===== config.mk =====
export PLATFORM = sky130hd
export DESIGN_NAME = agu_ctl
export DESIGN_NICKNAME = d
export VERILOG_FILES = /design/src/rtl/agu_ctl_pkg.sv /design/src/rtl/agu_ctl_arb.sv /design/src/rtl/agu_ctl.sv
export SDC_FILE = /design/constraint.sdc
export NUM_CORES = 1
export LEC_CHECK = 0
export CORE_UTILIZATION = 45
export CTS_CLUSTER_SIZE = 8
export DETAILED_ROUTE_END_ITERATION = 10
export PLACE_DENSITY = 0.78
export REMOVE_ABC_BUFFERS = 1
export SYNTH_ARGS = -nofsm -noshare
export SYNTH_HDL_FRONTEND = slang
export SYNTH_SLANG_ARGS = --single-unit

===== constraint.sdc =====
create_clock -name clk -period 3.1 [get_ports clk]
set_input_delay 0.62 -clock clk [delete_from_list [all_inputs] [get_ports clk]]
set_output_delay 0.62 -clock clk [all_outputs]
set_load 0.01 [all_outputs]

===== src/rtl/agu_ctl_pkg.sv =====
// agu_ctl_pkg: shared types and widths for the AGU control sequencer.
package agu_ctl_pkg;

  localparam int ADDR_W = 16;
  localparam int DATA_W = 8;
  localparam int CNT_W  = 8;

  // Bit positions inside the arbiter's one-hot grant vector.
  localparam int GNT_F = 0;
  localparam int GNT_D = 1;

  typedef enum logic [2:0] {
    IDLE  = 3'd0,
    D_LO  = 3'd1,
    D_HI  = 3'd2,
    D_BUS = 3'd3,
    F_LD  = 3'd4,
    F_BUS = 3'd5
  } agu_ctl_state_t;

endpackage


===== src/rtl/agu_ctl_arb.sv =====
// agu_ctl_arb: two-way fetch/data arbiter for the AGU sequencer.
// Build option: define AGU_CTL_RR_EN for round-robin arbitration;
// otherwise data has fixed priority over fetch.
import agu_ctl_pkg::*;

module agu_ctl_arb (
  input  logic       clk,
  input  logic       rst,
  input  logic       f_req,
  input  logic       d_req,
  input  logic       enable,
  output logic [1:0] gnt
);

`ifdef AGU_CTL_RR_EN
  // 1: data holds priority on the next contested grant.
  logic prio_d_reg;

  // Grant decode: a lone requester always wins, contention goes to the priority holder.
  always_comb begin
    gnt = 2'b00;
    if (enable) begin
      if (d_req && (!f_req || prio_d_reg)) begin
        gnt[GNT_D] = 1'b1;
      end else if (f_req) begin
        gnt[GNT_F] = 1'b1;
      end
    end
  end

  // Priority passes to the requester that was not just served.
  always_ff @(posedge clk) begin
    if (rst) begin
      prio_d_reg <= 1'b1;
    end else if (gnt[GNT_D]) begin
      prio_d_reg <= 1'b0;
    end else if (gnt[GNT_F]) begin
      prio_d_reg <= 1'b1;
    end
  end
`else
  // Fixed priority needs no state; clock and reset are intentionally unused.
  logic unused_ok;
  assign unused_ok = &{1'b0, clk, rst};

  // Grant decode: data first, fetch only when data is idle.
  always_comb begin
    gnt = 2'b00;
    if (enable) begin
      if (d_req) begin
        gnt[GNT_D] = 1'b1;
      end else if (f_req) begin
        gnt[GNT_F] = 1'b1;
      end
    end
  end
`endif

endmodule


===== src/rtl/agu_ctl.sv =====
// agu_ctl: sequencer/arbiter driving the AGU control strobes and memory bus
// for instruction fetch and data requesters. Owns the program counter.
// Build option: AGU_CTL_RR_EN selects round-robin arbitration (see agu_ctl_arb).
import agu_ctl_pkg::*;

module agu_ctl #(
  parameter logic [ADDR_W-1:0] PC_RESET = 16'h0000,
  parameter int                WAIT_MAX = 8
) (
  input  logic              clk,
  input  logic              rst,
  input  logic              f_req,
  output logic              f_gnt,
  output logic              f_done,
  input  logic              d_req,
  input  logic              d_we,
  input  logic [ADDR_W-1:0] d_addr,
  output logic              d_gnt,
  output logic              d_done,
  input  logic              pc_ld,
  input  logic [ADDR_W-1:0] pc_in,
  output logic [ADDR_W-1:0] pc,
  output logic [ADDR_W-1:0] agu_abi,
  output logic [DATA_W-1:0] agu_dbi,
  output logic              agu_dwe,
  output logic              agu_cwl,
  output logic              agu_cwh,
  output logic              agu_cre,
  output logic              mem_rd,
  output logic              mem_wr,
  input  logic              mem_rdy,
  output logic              err
);

  // Last bus cycle index before a transaction is abandoned.
  localparam logic [CNT_W-1:0] CNT_LAST = CNT_W'(WAIT_MAX - 1);

  agu_ctl_state_t state_reg, state_next;

  logic [ADDR_W-1:0] pc_reg;
  logic [ADDR_W-1:0] abi_reg, abi_next;
  logic [DATA_W-1:0] dbi_reg, dbi_next;
  logic [DATA_W-1:0] dhi_reg;
  logic              dwe_reg;
  logic [CNT_W-1:0]  cnt_reg, cnt_next;

  logic dwe_strb_reg, cwl_reg, cwh_reg, cre_reg, rd_reg, wr_reg;
  logic f_gnt_reg, f_done_reg, d_gnt_reg, d_done_reg, err_reg;

  logic f_gnt_next, f_done_next, d_gnt_next, d_done_next, err_next;
  logic pc_inc;
  logic [1:0] arb_gnt;

  agu_ctl_arb u_arb (
    .clk    (clk),
    .rst    (rst),
    .f_req  (f_req),
    .d_req  (d_req),
    .enable (state_reg == IDLE),
    .gnt    (arb_gnt)
  );

  // Next-state logic plus the one-cycle handshake pulses.
  always_comb begin
    state_next  = state_reg;
    f_gnt_next  = 1'b0;
    d_gnt_next  = 1'b0;
    f_done_next = 1'b0;
    d_done_next = 1'b0;
    err_next    = 1'b0;
    pc_inc      = 1'b0;
    case (state_reg)
      IDLE: begin
        if (arb_gnt[GNT_D]) begin
          d_gnt_next = 1'b1;
          state_next = D_LO;
        end else if (arb_gnt[GNT_F]) begin
          f_gnt_next = 1'b1;
          state_next = F_LD;
        end
      end
      D_LO: state_next = D_HI;
      D_HI: state_next = D_BUS;
      D_BUS: begin
        if (mem_rdy) begin
          d_done_next = 1'b1;
          state_next  = IDLE;
        end else if (cnt_reg == CNT_LAST) begin
          err_next   = 1'b1;
          state_next = IDLE;
        end
      end
      F_LD: state_next = F_BUS;
      F_BUS: begin
        if (mem_rdy) begin
          f_done_next = 1'b1;
          pc_inc      = 1'b1;
          state_next  = IDLE;
        end else if (cnt_reg == CNT_LAST) begin
          err_next   = 1'b1;
          state_next = IDLE;
        end
      end
      default: state_next = IDLE;
    endcase
  end

  // AGU operand staging and bus wait counter, keyed off the state being entered.
  always_comb begin
    abi_next = abi_reg;
    dbi_next = dbi_reg;
    cnt_next = '0;
    if (state_next == F_LD) begin
      abi_next = pc_reg;
    end
    if (state_next == D_LO) begin
      dbi_next = d_addr[DATA_W-1:0];
    end else if (state_next == D_HI) begin
      dbi_next = dhi_reg;
    end
    // Counter restarts on bus entry and counts only while the bus phase is held.
    if ((state_next == D_BUS || state_next == F_BUS) && state_next == state_reg) begin
      cnt_next = cnt_reg + CNT_W'(1);
    end
  end

  // State, counter, registered strobes and pulses.
  always_ff @(posedge clk) begin
    if (rst) begin
      state_reg    <= IDLE;
      cnt_reg      <= '0;
      abi_reg      <= '0;
      dbi_reg      <= '0;
      dwe_strb_reg <= 1'b0;
      cwl_reg      <= 1'b0;
      cwh_reg      <= 1'b0;
      cre_reg      <= 1'b0;
      rd_reg       <= 1'b0;
      wr_reg       <= 1'b0;
      f_gnt_reg    <= 1'b0;
      f_done_reg   <= 1'b0;
      d_gnt_reg    <= 1'b0;
      d_done_reg   <= 1'b0;
      err_reg      <= 1'b0;
    end else begin
      state_reg    <= state_next;
      cnt_reg      <= cnt_next;
      abi_reg      <= abi_next;
      dbi_reg      <= dbi_next;
      dwe_strb_reg <= (state_next == F_LD);
      cwl_reg      <= (state_next == D_LO);
      cwh_reg      <= (state_next == D_HI);
      cre_reg      <= (state_next == D_BUS);
      rd_reg       <= (state_next == F_BUS) || (state_next == D_BUS && !dwe_reg);
      wr_reg       <= (state_next == D_BUS) && dwe_reg;
      f_gnt_reg    <= f_gnt_next;
      f_done_reg   <= f_done_next;
      d_gnt_reg    <= d_gnt_next;
      d_done_reg   <= d_done_next;
      err_reg      <= err_next;
    end
  end

  // Data request capture at grant; the low byte goes straight to the AGU.
  always_ff @(posedge clk) begin
    if (rst) begin
      dhi_reg <= '0;
      dwe_reg <= 1'b0;
    end else if (d_gnt_next) begin
      dhi_reg <= d_addr[ADDR_W-1:DATA_W];
      dwe_reg <= d_we;
    end
  end

  // Program counter: an explicit load overrides the fetch-complete increment.
  always_ff @(posedge clk) begin
    if (rst) begin
      pc_reg <= PC_RESET;
    end else if (pc_ld) begin
      pc_reg <= pc_in;
    end else if (pc_inc) begin
      pc_reg <= pc_reg + 16'd1;
    end
  end

  assign pc      = pc_reg;
  assign agu_abi = abi_reg;
  assign agu_dbi = dbi_reg;
  assign agu_dwe = dwe_strb_reg;
  assign agu_cwl = cwl_reg;
  assign agu_cwh = cwh_reg;
  assign agu_cre = cre_reg;
  assign mem_rd  = rd_reg;
  assign mem_wr  = wr_reg;
  assign f_gnt   = f_gnt_reg;
  assign f_done  = f_done_reg;
  assign d_gnt   = d_gnt_reg;
  assign d_done  = d_done_reg;
  assign err     = err_reg;

endmodule


==> metrics.txt <==
status complete, no violations; share of layout cells above drive strength 1 0.0668; DR WL/cell 13.6 um; final total power 0.00224 W; Cell Pwr Density 567 nW/um^2; syn_area_per_cell 9.12 um^2; initial antenna violation count 0; cts repair resizes 0; DP HPWL 4620 um; largest net degree at the start of global routing 42; Global Route Usage Sum 0.213; RSZ-0062 raised after global routing false; Syn Inst Count 312; final period utilization 0.721; Static Leak 1.52 nW; drt first pass iters 4; vias per std cell 5.24; DRT iter0 DRCs 95; Final Util 0.656; minimum clock period after layout 2240 ps; DR vias 2511; Final Setup Violations 0; Setup Fix Bufs, Post-CTS 0; antenna-violating nets left 0; CTS tree built; Max Cap Viol 0; DP Cell Count 463; GPL Wtd Cong 0.755; Area Growth Syn to Fin 39.1%; max incr delay on CP 540 ps; final hold violation count 0; PortBufs 89; die extent in y 81.5 um; Bufs on Longest Clock Path 2; worst slew pin tran 530 ps; Hold Crit Class flop to flop; fin cells 479; post-layout net count 440; CTS hold repair buffers 0; global-route wire length before repair 10600 um; clk root buf clkbuf_8; commonest non-fill, non-tap cell in the layout clkdlybuf4s50_1; CP startpoint kind primary input; fmax 0.447 GHz; CP Class primary input to flop; CP Cell Sequence clkdlybuf4s50_1 > and4b_1 > nand4_2 > or3_1 > a311oi_1; most frequent cells in the layout 88 x clkdlybuf4s50_1, 71 x dfxtp_1, 54 x nor2_1, 35 x nand2_1; Clock Sinks 71; Clock Skews 10.2 ps; synth warn 0; WP data arrival 2480 ps; die width 81.5 um; post-synthesis sequential area ratio 0.500; CP endpoint kind flop; Max VDD drop 0.380 mV; Ports 90; final setup TNS 0 ps; Yosys reg bits 71; Num CTS Buffers 9; Initial Utilization 0.472; H-tree lvl count 3; mapped cell area 2840 um^2; Die Footprint 6640 um^2; Antenna Cells 0; Worst-path clk slew 70 ps; Site Rows 28; vias in the first global route 2252; DRC viols 0; slew margin rel. 0.646; count of pins over their slew limit 0; Worst Path Max Fanout 8; clk_lat worst skew 340 ps; Crit-path slowest cell clkdlybuf4s50_1; CP required 3340 ps; WL final 6520 um; CORE AREA 6030 um^2; Netlist cell types 44; GRT overflow 0
## final cells by class
| cell class | count | area, um^2 |
|---|---|---|
| Clock buffer | 9 | 124 |
| Clock inverter | 7 | 50.0 |
| Fill cell | 534 | 2070 |
| Inverter | 6 | 22.5 |
| Multi-Input combinational cell | 217 | 1320 |
| Sequential cell | 71 | 1420 |
| Tap cell | 75 | 93.8 |
| Timing Repair Buffer | 94 | 923 |
## cells in the mapped netlist, drive strengths merged
cell | n | share of area
dfxtp | 71 | 0.50
nor2 | 54 | 0.071
nand2 | 35 | 0.046
a311oi | 16 | 0.049
mux2i | 16 | 0.056
a21oi | 12 | 0.021
clkbuf | 11 | 0.015
nand3 | 11 | 0.019
xor2 | 9 | 0.028
buf | 7 | 0.014
o21ai | 7 | 0.012
inv | 6 | 0.0079
or3 | 6 | 0.013
nand4 | 5 | 0.018
a211oi | 4 | 0.011
xnor2 | 4 | 0.012
and3 | 3 | 0.0066
nand2b | 3 | 0.0066
nor3 | 3 | 0.0070
a21o | 2 | 0.0053
a31oi | 2 | 0.0044
and4 | 2 | 0.0062
ha | 2 | 0.0088
nor4b | 2 | 0.0084
nor4bb | 2 | 0.0070
o21bai | 2 | 0.0053
o22ai | 2 | 0.0044
o31ai | 2 | 0.0053
or4 | 2 | 0.0053
a221oi | 1 | 0.0031
and2 | 1 | 0.0022
and4b | 1 | 0.0035
nand3b | 1 | 0.0026
nand4b | 1 | 0.0031
nor3b | 1 | 0.0026
o31a | 1 | 0.0031
or2 | 1 | 0.0022
or3b | 1 | 0.0031
## logic make-up (layout without fill, tap and decap cells)
kind of cell,count (synthesis),count (layout),synth area share
xor+xnor,13,13,0.0400
compound gates,51,51,0.124
mux,16,16,0.0563
simple gates,135,135,0.235
buf+inv,24,116,0.0361
flops,71,71,0.500
fa+ha+maj,2,2,0.00880
## power breakdown
group,internal [W],leakage (nW),switching [W]
Clock,0.000289,0.0812,0.000349
Sequential,0.00101,0.581,0.0000824
Combinational,0.000272,0.859,0.000241
Total,0.00157,1.52,0.000672
## metrics by stage
stage / hold slack (ps) / setup WS (ps) / area, um^2
after detailed placement: 458 / 524 / 3780
final: 461 / 864 / 3960
after global placement: 449 / 560 / 3780
after floorplan: 434 / 1200 / 2760
after CTS: 467 / 888 / 3960
after global routing: 489 / 704 / 3960
## worst paths after layout
kind | start | end | slack (ps) | cells past startpoint
hold / removal | dhi_reg[0] | dhi_reg[0] | 460 | 2
hold reg to reg | dhi_reg[0] | dhi_reg[0] | 460 | 2
setup reg to reg | state_reg[2] | pc[9] | 1010 | 4
setup / recovery | mem_rdy | pc[9] | 860 | 5
## per-layer routing
layer | vias to the layer above | GRT usage | wire (um)
met5 | - | 0 | 0
met4 | 0 | 0.118 | 134
met1 | 1148 | 0.274 | 3080
met2 | 72 | 0.329 | 2940
met3 | 10 | 0.0456 | 365
li1 | 1281 | - | -
## worst max-delay path: cells and delay by family
family                 cells  cell delay, ps
AND/OR/NAND/NOR            3            1070
buffers and inverters      1             540
AO/OA/AOI/OAI              1             260
No activity file was read; power rests on OpenSTA's default activity.
